==> src/rtl/mips_pkg.sv <==
// Shared types and constants for the multicycle MIPS control path.
package mips_pkg;

  localparam int unsigned OP_W    = 6;
  localparam int unsigned STATE_W = 4;

  // Supported instruction opcodes
  typedef enum logic [OP_W-1:0] {
    OP_RTYPE = 6'h00,
    OP_JMP   = 6'h02,
    OP_BEQ   = 6'h04,
    OP_ADDI  = 6'h08,
    OP_LW    = 6'h23,
    OP_SW    = 6'h2B
  } opcode_e;

  // Controller states
  typedef enum logic [STATE_W-1:0] {
    S_FETCH  = 4'd0,
    S_DECODE = 4'd1,
    S_MEMADR = 4'd2,
    S_MEMRD  = 4'd3,
    S_MEMWB  = 4'd4,
    S_MEMWR  = 4'd5,
    S_RTEXEC = 4'd6,
    S_ALUWB  = 4'd7,
    S_BRANCH = 4'd8,
    S_ADDIEX = 4'd9,
    S_JUMP   = 4'd10
  } state_e;

  // ALU operation
  localparam logic [1:0] ALU_FUNCT = 2'b00;
  localparam logic [1:0] ALU_ADD   = 2'b01;
  localparam logic [1:0] ALU_SUB   = 2'b10;

  // ALU operand B select
  localparam logic [1:0] SRCB_REG  = 2'b00;
  localparam logic [1:0] SRCB_FOUR = 2'b01;
  localparam logic [1:0] SRCB_IMM  = 2'b10;
  localparam logic [1:0] SRCB_BOFF = 2'b11;

  // Next-PC select
  localparam logic [1:0] PC_ALU    = 2'b00;
  localparam logic [1:0] PC_BRANCH = 2'b01;
  localparam logic [1:0] PC_JUMP   = 2'b10;

  // Datapath control bundle
  typedef struct packed {
    logic       pc_write;
    logic       iord;
    logic       mem_read;
    logic       mem_write;
    logic       ir_write;
    logic       reg_dst;
    logic       mem_to_reg;
    logic       reg_write;
    logic       alu_src_a;
    logic       branch;
    logic [1:0] alu_src_b;
    logic [1:0] alu_op;
    logic [1:0] pc_src;
  } ctrl_t;

  // True for opcodes the controller knows how to execute
  function automatic logic is_legal_op(input logic [OP_W-1:0] op);
    case (op)
      OP_RTYPE, OP_JMP, OP_BEQ, OP_ADDI, OP_LW, OP_SW: return 1'b1;
      default:                                         return 1'b0;
    endcase
  endfunction

endpackage

==> src/rtl/mips_mc_outdec.sv <==
// Combinational state-to-control decoder for the multicycle controller.
module mips_mc_outdec
  import mips_pkg::*;
(
  input  state_e state,
  input  logic   mem_ready,
  input  logic   is_rtype,
  output ctrl_t  ctrl_c
);

  // Per-state control values; anything not set stays 0
  always_comb begin
    ctrl_c = '0;
    case (state)
      S_FETCH: begin
        ctrl_c.mem_read  = 1'b1;
        ctrl_c.alu_src_b = SRCB_FOUR;
        ctrl_c.alu_op    = ALU_ADD;
        ctrl_c.pc_src    = PC_ALU;
        ctrl_c.ir_write  = mem_ready;
        ctrl_c.pc_write  = mem_ready;
      end
      S_DECODE: begin
        ctrl_c.alu_src_b = SRCB_BOFF;
        ctrl_c.alu_op    = ALU_ADD;
      end
      S_MEMADR: begin
        ctrl_c.alu_src_a = 1'b1;
        ctrl_c.alu_src_b = SRCB_IMM;
        ctrl_c.alu_op    = ALU_ADD;
      end
      S_MEMRD: begin
        ctrl_c.mem_read = 1'b1;
        ctrl_c.iord     = 1'b1;
      end
      S_MEMWB: begin
        ctrl_c.mem_to_reg = 1'b1;
        ctrl_c.reg_write  = 1'b1;
      end
      S_MEMWR: begin
        ctrl_c.mem_write = 1'b1;
        ctrl_c.iord      = 1'b1;
      end
      S_RTEXEC: begin
        ctrl_c.alu_src_a = 1'b1;
        ctrl_c.alu_src_b = SRCB_REG;
        ctrl_c.alu_op    = ALU_FUNCT;
      end
      S_ADDIEX: begin
        ctrl_c.alu_src_a = 1'b1;
        ctrl_c.alu_src_b = SRCB_IMM;
        ctrl_c.alu_op    = ALU_ADD;
      end
      S_ALUWB: begin
        ctrl_c.reg_write = 1'b1;
        ctrl_c.reg_dst   = is_rtype;
      end
      S_BRANCH: begin
        ctrl_c.alu_src_a = 1'b1;
        ctrl_c.alu_src_b = SRCB_REG;
        ctrl_c.alu_op    = ALU_SUB;
        ctrl_c.pc_src    = PC_BRANCH;
        ctrl_c.branch    = 1'b1;
      end
      S_JUMP: begin
        ctrl_c.pc_src   = PC_JUMP;
        ctrl_c.pc_write = 1'b1;
      end
      default: ;
    endcase
  end

endmodule

==> src/rtl/mips_mc_ctrl.sv <==
// Multicycle MIPS control FSM: sequences fetch/decode/execute and drives datapath controls.
module mips_mc_ctrl
  import mips_pkg::*;
(
  input  logic              clk,
  input  logic              rst,
  input  logic [OP_W-1:0]   Instruction,
  input  logic              zero,
  input  logic              mem_ready,
  output logic              PCWrite,
  output logic              IorD,
  output logic              MemRead,
  output logic              MemWrite,
  output logic              IRWrite,
  output logic              RegDst,
  output logic              MemToReg,
  output logic              RegWrite,
  output logic              ALUSrcA,
  output logic              PCEn,
  output logic [1:0]        ALUSrcB,
  output logic [1:0]        ALUOp,
  output logic [1:0]        PCSrc,
  output logic              illegal_op,
  output logic [STATE_W-1:0] state_o
);

  state_e            state;
  state_e            state_nx;
  logic [OP_W-1:0]   opcode_q;
  logic              illegal_q;
  ctrl_t             ctrl_c;
  ctrl_t             ctrl_g;

  // State, latched opcode and illegal-opcode flag
  always_ff @(posedge clk or negedge rst) begin
    if (!rst) begin
      state     <= S_FETCH;
      opcode_q  <= '0;
      illegal_q <= 1'b0;
    end else begin
      state     <= state_nx;
      illegal_q <= (state == S_DECODE) && !is_legal_op(Instruction);
      if (state == S_DECODE) opcode_q <= Instruction;
    end
  end

  // Next-state; only DECODE looks at the live Instruction bus
  always_comb begin
    state_nx = state;
    case (state)
      S_FETCH:  if (mem_ready) state_nx = S_DECODE;
      S_DECODE: begin
        case (Instruction)
          OP_LW, OP_SW: state_nx = S_MEMADR;
          OP_RTYPE:     state_nx = S_RTEXEC;
          OP_ADDI:      state_nx = S_ADDIEX;
          OP_BEQ:       state_nx = S_BRANCH;
          OP_JMP:       state_nx = S_JUMP;
          default:      state_nx = S_FETCH;
        endcase
      end
      S_MEMADR: state_nx = (opcode_q == OP_LW) ? S_MEMRD : S_MEMWR;
      S_MEMRD:  if (mem_ready) state_nx = S_MEMWB;
      S_MEMWB:  state_nx = S_FETCH;
      S_MEMWR:  if (mem_ready) state_nx = S_FETCH;
      S_RTEXEC: state_nx = S_ALUWB;
      S_ADDIEX: state_nx = S_ALUWB;
      S_ALUWB:  state_nx = S_FETCH;
      S_BRANCH: state_nx = S_FETCH;
      S_JUMP:   state_nx = S_FETCH;
      default:  state_nx = S_FETCH;
    endcase
  end

  mips_mc_outdec u_outdec (
    .state     (state),
    .mem_ready (mem_ready),
    .is_rtype  (opcode_q == OP_RTYPE),
    .ctrl_c    (ctrl_c)
  );

  // Hold every control low while reset is asserted so no access or write escapes
  always_comb begin
    ctrl_g = '0;
    if (rst) ctrl_g = ctrl_c;
  end

  assign PCWrite    = ctrl_g.pc_write;
  assign IorD       = ctrl_g.iord;
  assign MemRead    = ctrl_g.mem_read;
  assign MemWrite   = ctrl_g.mem_write;
  assign IRWrite    = ctrl_g.ir_write;
  assign RegDst     = ctrl_g.reg_dst;
  assign MemToReg   = ctrl_g.mem_to_reg;
  assign RegWrite   = ctrl_g.reg_write;
  assign ALUSrcA    = ctrl_g.alu_src_a;
  assign ALUSrcB    = ctrl_g.alu_src_b;
  assign ALUOp      = ctrl_g.alu_op;
  assign PCSrc      = ctrl_g.pc_src;
  assign PCEn       = ctrl_g.pc_write | (ctrl_g.branch & zero);
  assign illegal_op = illegal_q;
  assign state_o    = state;

endmodule

==> config.mk <==
export PLATFORM = sky130hd
export DESIGN_NAME = mips_mc_ctrl
export DESIGN_NICKNAME = d
export VERILOG_FILES = /design/src/rtl/mips_pkg.sv /design/src/rtl/mips_mc_outdec.sv /design/src/rtl/mips_mc_ctrl.sv
export SDC_FILE = /design/constraint.sdc
export NUM_CORES = 1
export LEC_CHECK = 0
export ABC_CLOCK_PERIOD_IN_PS = 1700
export CAP_MARGIN = 20
export CORE_UTILIZATION = 35
export DETAILED_ROUTE_END_ITERATION = 12
export GPL_TIMING_DRIVEN = 0
export PLACE_DENSITY = 0.69
export REMOVE_ABC_BUFFERS = 1
export SYNTH_ARGS = -nofsm -noshare
export SYNTH_HDL_FRONTEND = slang
export SYNTH_SLANG_ARGS = --single-unit
==> constraint.sdc <==
create_clock -name clk -period 1.7 [get_ports clk]
set_clock_uncertainty 0.1 [all_clocks]
set_input_delay 0.17 -clock clk [delete_from_list [all_inputs] [get_ports clk]]
set_output_delay 0.17 -clock clk [all_outputs]
set_load 0.05 [all_outputs]
# After elaboration in Yosys (flattened, before gate mapping)
# Index checks and enable logic that the tools add are counted.
[classes] n_mux=20 reduce_logical=14 eq_ne=19 bitwise_logic=2
[op_table] op="$pmux 4 s6" count=1
[op_table] op="$pmux 4 s5" count=1
[op_table] op="$eq 6x6->1 const B" count=3
[op_table] op="$eq 4x3->1 const B" count=4
[op_table] op="$mux 16" count=1
[op_table] op="$pmux 4 s4" count=1
[op_table] op="$eq 4x4->1 const B" count=3
[op_table] op="$logic_not 6->1" count=2
[op_table] op="$mux 4" count=3
[op_table] op="$reduce_or 2->1" count=6
[op_table] op="$mux 1" count=10
[op_table] op="$eq 4x2->1 const B" count=2
[op_table] op="$eq 6x2->1 const B" count=1
[op_table] op="$eq 6x3->1 const B" count=1
[op_table] op="$eq 6x4->1 const B" count=1
[op_table] op="$ne 2x2->1 const B" count=3
[op_table] op="$reduce_or 6->1" count=1
[op_table] op="$eq 4x1->1 const B" count=1
[op_table] op="$logic_not 4->1" count=1
[op_table] op="$pmux 2 s2" count=1
[op_table] op="$reduce_or 4->1" count=1
[op_table] op="$mux 3" count=1
[op_table] op="$reduce_and 3->1" count=1
[op_table] op="$pmux 1 s2" count=1
[op_table] op="other kinds (4)" count=4
[word_totals] register_bits=11 input_bits=10 output_inout_bits=21 elab_cells=58

# Logic depth before layout (Yosys ltp)
[depth] ltp_word=6 depth_mapped=5 ltp_nobuf=4

# Cells and area by module
# Synthesis repeated with hierarchy kept, for this count alone.
[unflattened] hier_cells=123 area_unflattened_um2=933.4
[modules_own_cells] module="mips_mc_ctrl" cells_per_inst=92 instances=1 area_each_um2=735.7
[modules_own_cells] module="mips_mc_outdec" cells_per_inst=31 instances=1 area_each_um2=197.7

# Worst setup path after synthesis
# OpenSTA, ideal clock, no wires.
[synth_timing] kind="flip-flop to output port" startpoint="register state[3] (netlist: state_o[3])" endpoint="output PCEn" slack_ns=-0.814 arrival_time_ns=2.244 stages_incl_launch_ff=5 cell_sequence="dfrtp_1 -> buf_4 -> nand2_1 -> nor2_1 -> a21o_1"
[synth_between] elab_chain_len=5 word_cells_on_any_way=8 classes_between="eq/ne: 2; mux: 3; bitwise: 2; reduce/logical: 1"
[synth_lines] item="start: declaration" line="mips_mc_ctrl.sv:27" source="state_e state;"
[synth_lines] item="start signal: assignment" line="mips_mc_ctrl.sv:41" source="state <= state_nx;"
[synth_lines] item="$eq 4x4->1" line="mips_mc_outdec.sv:14" source="case (state)"
[synth_lines] item="$mux 1" line="mips_mc_outdec.sv:14"
[synth_lines] item="$mux 16 *" line="mips_mc_ctrl.sv:85" source="if (rst) ctrl_g = ctrl_c;"
[synth_lines] item="$and 1x1->1" line="mips_mc_ctrl.sv:100" source="assign PCEn = ctrl_g.pc_write | (ctrl_g.branch & zero);"
[synth_lines] item="$or 1x1->1 *" line="mips_mc_ctrl.sv:100"
[synth_lines] item="end: declaration" line="mips_mc_ctrl.sv:19" source="output logic PCEn,"
# Mark *: on every way between the ends. The rest lies on a longest branch, timed or not.

# Worst setup path after layout
[layout_timing] startpoint="register state[3] (netlist: state_o[3])" endpoint="output ALUOp[0]"
[layout_between] elab_chain_len=4 word_cells_on_any_way=8 classes_between="eq/ne: 4; mux: 2; reduce/logical: 2"
[layout_lines] item="$eq 4x2->1 or $eq 4x4->1 (tied branches)" line="mips_mc_outdec.sv:14"
[layout_lines] item="$reduce_or 2->1 (no source line)"
[layout_lines] item="$pmux 4 s4 *" line="mips_mc_outdec.sv:14"
[layout_lines] item="$mux 16 *" line="mips_mc_ctrl.sv:85"
[layout_lines] item="end: declaration" line="mips_mc_ctrl.sv:21" source="output logic [1:0] ALUOp,"
# Marked as above.

==> impl_metrics.py <==
metrics = {
    "routing": {
        "drt-vias-per-instance": 5.66,
        "drcViolationCount": 0,
        "dr.pass1.iters": 4,
        "route.met3.wl_microns": 171,
        "post_drt_wl_per_cell_microns": 14.9,
        "wl_mm": 2.52,
        "top_layer": "met4",
        "met2_wirelength_mm": 1.33,
        "ant_nets": 0,
        "drt_iter0_drc": 31,
        "met1_length_microns": 971,
        "vias": 957,
    },
    "grt": {
        "grt_use_total_pct": 21.4,
        "antenna_found_initial": 0,
        "grt_max_degree": 12,
        "grt_pass1_vias": 905,
        "grt_pass1_wl_mm": 4.06,
        "grt-ovfl-total": 0,
    },
    "place": {
        "hpwl_mm": 1.44,
        "gp_congestion": 0.783,
        "portBuffers": 30,
    },
    "setup_path": {
        "end_kind": "output port",
        "worstPathRequired_ps": 1430,
        "critPathTopFamily": "flip-flops",
        "crit_type": "flop to output port",
        "cp_data_arrival_time_ps": 1480,
        "startpoint_type": "flop",
        "cpPeakStageDelay_ps": 490,
        "cp_max_fo": 10,
        "cp_cell_sequence": "buf_4 -> nor2b_1 -> a211oi_2 -> buf_6",
        "cp_slowest_cell": "dfrtp_2",
        "crit_buf_inv": 2,
    },
    "sta": {
        "worst_pin_slew_ps": 487,
        "min_period_over_period_pct": 103,
        "setup_viol": 5,
        "rsz0062_at_grt": "true",
        "min_period_ps": 1750,
        "layout_setup_ws_ps": -52.7,
        "clock.fmax_mhz": 571,
        "drv_slew": 0,
        "fin_tns_setup_ps": -204,
        "hold_violations": 0,
        "slew_headroom_pct": 67.4,
    },
    "power_and_ir_drop": {
        "p_per_area_nw_per_um2": 860,
        "finalPower_w": 0.00117,
        "p_leak_nw": 0.594,
        "irDropWorstVdd_mv": 0.570,
    },
    "logic_synthesis": {
        "synth_flop_cell": "dfrtp_1",
        "synth_top_area_share_pct": 34.3,
        "ys_types": 34,
        "syn_area_sq_um": 803,
        "ys_seq_area_share_pct": 34.3,
        "yosys_warnings": 0,
        "synth_async_sr_flop_share_pct": 100,
        "synthCells": 94,
        "synth-seq-cells": 11,
        "yosys.area.top_type": "dfrtp_1",
        "synth_edf_count": 0,
        "netlist_top_cells_area": "dfrtp_1 (34%), mux2_2 (8.4%), nor3_1 (6.2%), nor2_1 (5.6%), nand2_1 (3.7%)",
        "postSynthAreaPerCell_sq_um": 8.55,
    },
    "cells_and_area": {
        "post-route-util_pct": 65.9,
        "fill_cells": 175,
        "layout_common_cells": "buf_4 (25), clkdlybuf4s50_1 (9), nor2_1 (8)",
        "areaGrowthSynthToFinish_pct": 69.2,
        "nNetsFinal": 153,
        "multi_input_area_sq_um": 568,
        "mostFrequentLayoutCell": "buf_4",
        "antenna_cells": 0,
        "regArea_sq_um": 280,
        "drive_gt1_share_pct": 48.6,
    },
    "floorplanning": {
        "die_y_microns": 49.9,
        "initial_core_util_pct": 39.0,
        "row_count": 16,
        "core_area_sq_um": 2060,
        "dieArea_sq_um": 2490,
        "die_width_microns": 49.9,
        "pin_count": 31,
    },
    "clocking": {
        "cts_tree": "built",
        "cts_root_buf": "clkbuf_4",
        "cts.path.max_buffers": 2,
        "numCtsBuffers": 3,
        "cts_sinks": 11,
        "clk_pin_slew_ps": 60,
        "insertion_delay_ps": 280,
        "h-tree-depth": 1,
    },
    "job": {
        "cap_violations": 0,
    },
    "run_status": {
        "status": "complete, but fails checks",
        "failed_checks": "negative setup slack",
    },
    "hold_path": {
        "hold_class": "flop to flop",
    },
}
-- per-layer routing --
layer | vias up | global-route usage (%)
li1 | 438 | -
met1 | 454 | 22.9
met2 | 59 | 40.8
met3 | 6 | 2.47
met4 | 0 | 10.5
met5 | - | 0
-- logic make-up after synthesis --
group	count (synthesis)	share of synthesized area (%)
and+or+nand+nor	50	33.6
AOI/OAI and AO/OA	17	15.4
DFF	11	34.3
buffers and inverters	7	4.98
muxes	6	8.41
xor gates and xnor gates	3	3.27
-- cells in the mapped netlist (all sizes together), types with 3 or more instances --
library cell	instances
nand2	8
buf	5
mux2	6
nand2b	5
nor2	12
a21oi	3
nor3	11
dfrtp	11
-- per-stage QoR --
stage                     area, sq um  instances  setup WS [ps]  hold WS (ps)
after CTS                        1260        166          -47.3           413
after global routing             1360        169           -127           472
after global placement           1100        146          -1140           394
after floorplan                   771         89          -1460          -226
final                            1360        169          -52.7           450
after detailed placement         1100        146          -1230           398
-- path summary, 6_finish.rpt --
path / startpoint / to / slack, ps / cells past startpoint
setup / recovery: state_o[3] / ALUOp[0] / -50 / 4
hold / removal: opcode_q[2] / opcode_q[2] / 450 / 1
setup reg to reg: state_o[3] / opcode_q[4] / 150 / 4
hold reg to reg: opcode_q[2] / opcode_q[2] / 450 / 1
max in group asynchronous: rst / state_o[3] / 640 / 2
min in group asynchronous: rst / opcode_q[0] / 490 / 2
-- power by group --
| part | internal (W) | switching, W |
|---|---|---|
| Sequential | 0.000336 | 0.0000830 |
| Clock | 0.0000911 | 0.0000905 |
| Combinational | 0.000253 | 0.000314 |
| Total | 0.000681 | 0.000488 |
-- cell type report --
cell class | instances | area share [%]
Clock buffer | 4 | 1.93
Tap cell | 27 | 2.49
Timing Repair Buffer | 49 | 32.6
Sequential cell | 11 | 20.6
Inverter | 2 | 0.552
Multi-Input combinational cell | 76 | 41.8
-- worst register-to-register path, stage by stage (launching register included) --
cell     delay [ps]
dfrtp_2         490
buf_4           190
nor3_4          190
buf_12          150
mux2_2          320
-- state kept, by name, indices dropped and copies added (netlist names) --
name / count
illegal_op: 1
state_o: 4
opcode_q: 6
-- timing repair --
item	4_1_cts	5_1_grt
resized for setup	126	28
hold endpoints to repair	11	0
hold buffers	1	0
setup endpoints to repair	26	21
pin swaps	6	2
setup buffers	15	3
Note: power is estimated with default switching activity, not from simulation.
